==> src/rtl/obi_arb_pkg.sv <==
// Shared widths, the request bundle type and the round-robin pick helper
// for the OBI host-port arbiter.
package obi_arb_pkg;

  localparam int OBI_ADDR_W = 32;
  localparam int OBI_DATA_W = 32;
  localparam int OBI_BE_W   = 4;

  // rr_pick works on a fixed maximum width; callers zero-extend their
  // request vector and pass the real requester count.
  localparam int RR_MAX_REQ = 8;
  localparam int RR_IDX_W   = 3;

  typedef struct packed {
    logic [OBI_ADDR_W-1:0] addr;
    logic                  we;
    logic [OBI_BE_W-1:0]   be;
    logic [OBI_DATA_W-1:0] wdata;
  } obi_req_t;

  // First asserted request scanning upward from ptr, wrapping at num_req.
  // Returns ptr when nothing is requesting (the result is unused then).
  function automatic logic [RR_IDX_W-1:0] rr_pick(
    input logic [RR_MAX_REQ-1:0] req,
    input logic [RR_IDX_W-1:0]   ptr,
    input int                    num_req
  );
    logic [RR_IDX_W-1:0] pick;
    logic                found;
    int                  idx;
    int                  base;
    pick  = ptr;
    found = 1'b0;
    base  = int'(ptr);
    for (int i = 0; i < RR_MAX_REQ; i++) begin
      if (!found && (i < num_req)) begin
        idx = (base + i) % num_req;
        if (req[idx[RR_IDX_W-1:0]]) begin
          pick  = idx[RR_IDX_W-1:0];
          found = 1'b1;
        end
      end
    end
    return pick;
  endfunction

endpackage

==> src/rtl/obi_arb_id_fifo.sv <==
// Small synchronous FIFO holding the master index of each outstanding host
// transaction. The head is read combinationally so responses route in the
// same cycle they arrive.
module obi_arb_id_fifo
  import obi_arb_pkg::*;
#(
  parameter int DEPTH = 4,
  parameter int ID_W  = 1
) (
  input  logic            clk_i,
  input  logic            rst_i,
  input  logic            push_i,
  input  logic [ID_W-1:0] push_id_i,
  input  logic            pop_i,
  output logic [ID_W-1:0] head_o,
  output logic            full_o,
  output logic            empty_o
);

  localparam int PTR_W = $clog2(DEPTH);
  localparam int CNT_W = PTR_W + 1;

  logic [ID_W-1:0]  r_mem [DEPTH];
  logic [PTR_W-1:0] r_wptr;
  logic [PTR_W-1:0] r_rptr;
  logic [CNT_W-1:0] r_count;
  logic             w_push;
  logic             w_pop;

  // Guards keep the pointers consistent even if a caller misbehaves.
  assign w_push  = push_i && !full_o;
  assign w_pop   = pop_i && !empty_o;
  assign full_o  = (r_count == CNT_W'(DEPTH));
  assign empty_o = (r_count == '0);
  assign head_o  = r_mem[r_rptr];

  // Pointer and occupancy bookkeeping; DEPTH is a power of two so pointers wrap naturally.
  always_ff @(posedge clk_i) begin
    if (rst_i) begin
      r_wptr  <= '0;
      r_rptr  <= '0;
      r_count <= '0;
    end else begin
      if (w_push) r_wptr <= r_wptr + PTR_W'(1);
      if (w_pop)  r_rptr <= r_rptr + PTR_W'(1);
      r_count <= r_count + CNT_W'(w_push) - CNT_W'(w_pop);
    end
  end

  // Storage write; contents need no reset because occupancy gates every read.
  always_ff @(posedge clk_i) begin
    if (w_push) r_mem[r_wptr] <= push_id_i;
  end

endmodule

==> src/rtl/obi_rr_arbiter.sv <==
// Round-robin arbiter sharing one OBI host port among NUM_REQ masters.
// Requests pass through combinationally, a stalled grant is locked until
// the host accepts it, and an ID FIFO routes in-order responses back.
module obi_rr_arbiter
  import obi_arb_pkg::*;
#(
  parameter int NUM_REQ         = 2,
  parameter int MAX_OUTSTANDING = 4
) (
  input  logic                                 clk_i,
  input  logic                                 rst_i,
  input  logic [NUM_REQ-1:0]                   req_i,
  output logic [NUM_REQ-1:0]                   gnt_o,
  input  logic [NUM_REQ-1:0][OBI_ADDR_W-1:0]   addr_i,
  input  logic [NUM_REQ-1:0]                   we_i,
  input  logic [NUM_REQ-1:0][OBI_BE_W-1:0]     be_i,
  input  logic [NUM_REQ-1:0][OBI_DATA_W-1:0]   wdata_i,
  output logic [NUM_REQ-1:0]                   rvalid_o,
  output logic [NUM_REQ-1:0][OBI_DATA_W-1:0]   rdata_o,
  output logic                                 host_req_o,
  output logic [OBI_ADDR_W-1:0]                host_addr_o,
  output logic                                 host_we_o,
  output logic [OBI_BE_W-1:0]                  host_be_o,
  output logic [OBI_DATA_W-1:0]                host_wdata_o,
  input  logic                                 host_gnt_i,
  input  logic                                 host_rvalid_i,
  input  logic [OBI_DATA_W-1:0]                host_rdata_i,
  output logic                                 err_o
);

  localparam int ID_W = $clog2(NUM_REQ);

  logic [ID_W-1:0] r_ptr;
  logic            r_lock_vld;
  logic [ID_W-1:0] r_lock_id;
  logic            r_err;

  obi_req_t        w_req [NUM_REQ];
  obi_req_t        w_sel_req;
  logic [ID_W-1:0] w_pick;
  logic [ID_W-1:0] w_sel;
  logic [ID_W-1:0] w_head;
  logic            w_full;
  logic            w_empty;
  logic            w_handshake;
  logic            w_pop;

  // Per-lane request bundling and response data fan-out.
  for (genvar gi = 0; gi < NUM_REQ; gi++) begin : g_lane
    assign w_req[gi] = '{addr: addr_i[gi], we: we_i[gi], be: be_i[gi], wdata: wdata_i[gi]};
    assign rdata_o[gi] = host_rdata_i;
  end

  assign w_pick      = ID_W'(rr_pick(RR_MAX_REQ'(req_i), RR_IDX_W'(r_ptr), NUM_REQ));
  assign w_sel       = r_lock_vld ? r_lock_id : w_pick;
  assign w_sel_req   = w_req[w_sel];
  assign host_req_o  = (|req_i) && !w_full;
  assign w_handshake = host_req_o && host_gnt_i;
  assign w_pop       = host_rvalid_i && !w_empty;
  assign err_o       = r_err;

  // Host fields are zeroed when idle so a quiet arbiter drives all-zero outputs.
  assign host_addr_o  = host_req_o ? w_sel_req.addr  : '0;
  assign host_we_o    = host_req_o ? w_sel_req.we    : 1'b0;
  assign host_be_o    = host_req_o ? w_sel_req.be    : '0;
  assign host_wdata_o = host_req_o ? w_sel_req.wdata : '0;

  // Grant and response-valid steering to a single master lane.
  always_comb begin
    gnt_o    = '0;
    rvalid_o = '0;
    if (w_handshake) gnt_o[w_sel] = 1'b1;
    if (w_pop)       rvalid_o[w_head] = 1'b1;
  end

  // Priority pointer advances past the master just served.
  always_ff @(posedge clk_i) begin
    if (rst_i) begin
      r_ptr <= '0;
    end else if (w_handshake) begin
      r_ptr <= (w_sel == ID_W'(NUM_REQ - 1)) ? '0 : (w_sel + ID_W'(1));
    end
  end

  // Lock holds a stalled winner on the host channel until it is granted.
  always_ff @(posedge clk_i) begin
    if (rst_i) begin
      r_lock_vld <= 1'b0;
      r_lock_id  <= '0;
    end else if (w_handshake) begin
      r_lock_vld <= 1'b0;
    end else if (host_req_o) begin
      r_lock_vld <= 1'b1;
      r_lock_id  <= w_sel;
    end
  end

  // Sticky error for a host response with nothing outstanding.
  always_ff @(posedge clk_i) begin
    if (rst_i) begin
      r_err <= 1'b0;
    end else if (host_rvalid_i && w_empty) begin
      r_err <= 1'b1;
    end
  end

  obi_arb_id_fifo #(
    .DEPTH (MAX_OUTSTANDING),
    .ID_W  (ID_W)
  ) u_id_fifo (
    .clk_i     (clk_i),
    .rst_i     (rst_i),
    .push_i    (w_handshake),
    .push_id_i (w_sel),
    .pop_i     (w_pop),
    .head_o    (w_head),
    .full_o    (w_full),
    .empty_o   (w_empty)
  );

endmodule
==> config.mk <==
export PLATFORM = sky130hd
export DESIGN_NAME = obi_rr_arbiter
export DESIGN_NICKNAME = d
export VERILOG_FILES = /design/src/rtl/obi_arb_pkg.sv /design/src/rtl/obi_arb_id_fifo.sv /design/src/rtl/obi_rr_arbiter.sv
export SDC_FILE = /design/constraint.sdc
export NUM_CORES = 1
export LEC_CHECK = 0
export ABC_AREA = 1
export ABC_CLOCK_PERIOD_IN_PS = 3800
export BUFFER_PORTS_ARGS = -buffer_cell sky130_fd_sc_hd__buf_2
export CAP_MARGIN = 30
export CORE_AREA = 8 8 117 119
export CTS_BUF_LIST = sky130_fd_sc_hd__clkbuf_2
export DETAILED_ROUTE_END_ITERATION = 12
export DIE_AREA = 0 0 125 127
export PLACE_DENSITY_LB_ADDON = 0.2
export SYNTH_ARGS = -nofsm -noshare
export SYNTH_HDL_FRONTEND = slang
export SYNTH_HIERARCHICAL = 1
export SYNTH_SLANG_ARGS = --single-unit
==> constraint.sdc <==
create_clock -name clk_i -period 3.8 [get_ports clk_i]
set_clock_uncertainty 0.15 [all_clocks]
set_input_delay 1.14 -clock clk_i [delete_from_list [all_inputs] [get_ports clk_i]]
set_output_delay 1.14 -clock clk_i [all_outputs]
set_load 0.02 [all_outputs]
==> flow_summary.json <==
{
  "status": "finished, final reports clean",
  "ctsResizeCount": 0,
  "route.detailed.drc": 0,
  "grt_first_pass_wirelength_um": 17600,
  "route.vias.total": 3676,
  "synth.yosys.seq_area_share_pct": 12.6,
  "swShare_pct": 57.0,
  "fin_nets": 875,
  "postSynthCellCount": 564,
  "wl_per_cell_um": 12.8,
  "grt_overflow": 0,
  "cp.required_ns": 2.51,
  "critical-path-max-stage-delay_ns": 0.34,
  "vias_per_cell": 4.39,
  "relSlewSlack_pct": 74.4,
  "min_to": "err_o",
  "regToRegStartpoint": "u_id_fifo/r_count[1]",
  "synth_nets": 747,
  "core_um2": 11800,
  "crit_top_cell": "nand2_1",
  "reg2reg_slack_ns": 1.11,
  "end_kind": "output port",
  "cts_setup_buffers": 0,
  "die_y_um": 127,
  "fmax_mhz": 276,
  "p_clk_share_pct": 5.1,
  "cts_hold_buffers": 0,
  "cts.sinks": 17,
  "drt_first_pass_iters": 4,
  "ioPinCount": 315,
  "startpoint_type": "input pin",
  "whs_ns": 0.343,
  "ir_drop_mv": 0.146,
  "area_growth_pct": 24.3,
  "tns_ns": 0,
  "r2r_cells": 16,
  "drive_gt1_share_pct": 34.2,
  "timing.rr.end": "u_id_fifo/r_count[2]",
  "antenna_found_initial": 0,
  "period_share_pct": 95.2,
  "wl_um": 10700,
  "crit_type": "input pin to output port",
  "rsz0062_at_grt": "false",
  "clockBufferDepth": 2,
  "io_buffers": 218,
  "root_buffer": "clkbuf_2",
  "p_switching_mw": 0.905,
  "grt_usage_pct": 12.6,
  "die_w_um": 125,
  "start_util_pct": 25.5,
  "hold_viol": 0,
  "crit_path_top_delay_cell": "buf_4",
  "tightest_slew_ns": 0.385,
  "crit_fanout": 37,
  "period_needed_ns": 3.62,
  "final_common_cell": "buf_2",
  "finalSetupViolCount": 0,
  "cap_violations": 0,
  "insertedDiodeCount": 0,
  "crit_chain": "buf_2 > inv_1 > nand2_1 > nand2_1 > inv_2 > buf_4 > nand2_1 > nor2_1 > buf_2",
  "p_leak_nw": 2.49,
  "synth_seq_cells": 17,
  "min_path_type": "register to register",
  "drtAntennaViolNets": 0,
  "tritoncts": "done",
  "path_clk_slew_ns": 0.15,
  "synthDistinctLibCells": 23,
  "first_global_vias": 3630,
  "p_int_mw": 0.682,
  "yosys_warnings": 6,
  "clk_latency_ns": 0.28,
  "synth_area_um2": 3010,
  "cts_buffers": 3,
  "combPwrFrac_pct": 78.4,
  "arrival_ns": 2.33,
  "dp_hpwl_um": 8700,
  "final_cell_mix": "buf_2 (218), inv_1 (96), nor2_1 (90)",
  "slew_violations": 0,
  "gp_congestion": 0.789,
  "syn_avg_cell_area_um2": 5.34,
  "drtIter0Drc": 118,
  "worstHoldStart": "err_o",
  "die-area_um2": 15900,
  "min_path_cells": 2,
  "power_density_nw_per_um2": 424,
  "htreeDepth": 1,
  "rows": 40,
  "p_seq_share_pct": 16.5,
  "grt_max_degree": 74
}
per-stage QoR:
| step | std cells | utilization, % | setup WS [ns] | power [mW] | instance area, µm² |
|---|---|---|---|---|---|
| 2_1_floorplan | 564 | - | 0.452 | 1.21 | 3010 |
| 3_3_place_gp | 834 | 31.5 | 0.138 | 1.52 | 3720 |
| 3_5_place_dp | 834 | 31.5 | 0.158 | 1.53 | 3720 |
| 4_1_cts | 838 | 31.7 | 0.147 | 1.62 | 3740 |
| 5_1_grt | 838 | 31.7 | 0.0104 | 1.76 | 3740 |
| 6_report | 838 | 31.7 | 0.181 | 1.59 | 3740 |
how the worst max path moves through the flow:
stage                         from         endpoint  slack (ns)
after global routing      req_i[0]  host_wdata_o[9]        0.01
after detailed placement  req_i[0]  host_wdata_o[9]        0.16
after CTS                 req_i[0]  host_wdata_o[9]        0.15
after global placement    req_i[0]  host_wdata_o[9]        0.14
after floorplan           req_i[0]  host_addr_o[15]        0.45
final                     req_i[0]  host_wdata_o[9]        0.18
metal layers:
metal | part of all wire (%) | vias up | GRT usage [%]
met4 | 1.6 | 0 | 3.01
met3 | 7.6 | 31 | 3.79
met2 | 51 | 137 | 22.9
li1 | - | 1917 | -
met1 | 40 | 1591 | 14.2
met5 | 0 | - | 0
layout make-up:
class	count	area, µm²
Multi-Input combinational cell	349	1620
Clock buffer	4	20.0
Timing Repair Buffer	224	1170
Tap cell	147	184
Fill cell	1354	8070
Sequential cell	17	380
Inverter	97	364
critical path, delay by kind of cell:
| family | cells | cell delay (ns) |
|---|---|---|
| AND/OR/NAND/NOR | 4 | 0.42 |
| buffers and inverters | 5 | 0.75 |
synthesized netlist by cell type:
| library cell | n | share of area [%] |
|---|---|---|
| buf_4 | 67 | 17 |
| nor2_1 | 90 | 11 |
| buf_1 | 4 | 0.50 |
| dfxtp_1 | 13 | 8.6 |
| buf_2 | 15 | 2.5 |
| nand3b_1 | 2 | 0.50 |
| nor3_1 | 1 | 0.17 |
| nor2_4 | 1 | 0.37 |
| nand2_1 | 87 | 11 |
| fa_1 | 1 | 0.66 |
| nand3_1 | 72 | 12 |
| inv_2 | 1 | 0.12 |
| o21ai_0 | 5 | 0.83 |
| nor3b_1 | 1 | 0.25 |
| a21boi_0 | 1 | 0.25 |
| a21oi_2 | 1 | 0.29 |
| edfxtp_1 | 4 | 4.0 |
| ha_1 | 6 | 2.5 |
| buf_6 | 1 | 0.37 |
| nand2_2 | 5 | 1.0 |
| clkbuf_1 | 14 | 1.7 |
| a21oi_1 | 76 | 13 |
| inv_1 | 96 | 12 |
power by group through the flow:
| stage | logic, mW | clock network [mW] | registers, mW |
|---|---|---|---|
| 4_1_cts | 1.27 | 0.0856 | 0.263 |
| 3_5_place_dp | 1.26 | 0 | 0.267 |
| 5_1_grt | 1.40 | 0.0946 | 0.269 |
| 2_1_floorplan | 0.953 | 0 | 0.261 |
| 3_3_place_gp | 1.26 | 0 | 0.264 |
| 6_report | 1.24 | 0.0814 | 0.261 |
logic make-up after synthesis:
group | Yosys count | synth area share, %
AO/OA/AOI/OAI | 83 | 14.0
adder cells (fa/ha/maj) | 7 | 3.16
buffers and inverters | 198 | 33.9
flip-flops | 17 | 12.6
AND/OR/NAND/NOR | 259 | 36.3
(Power assumes the default switching activity.)
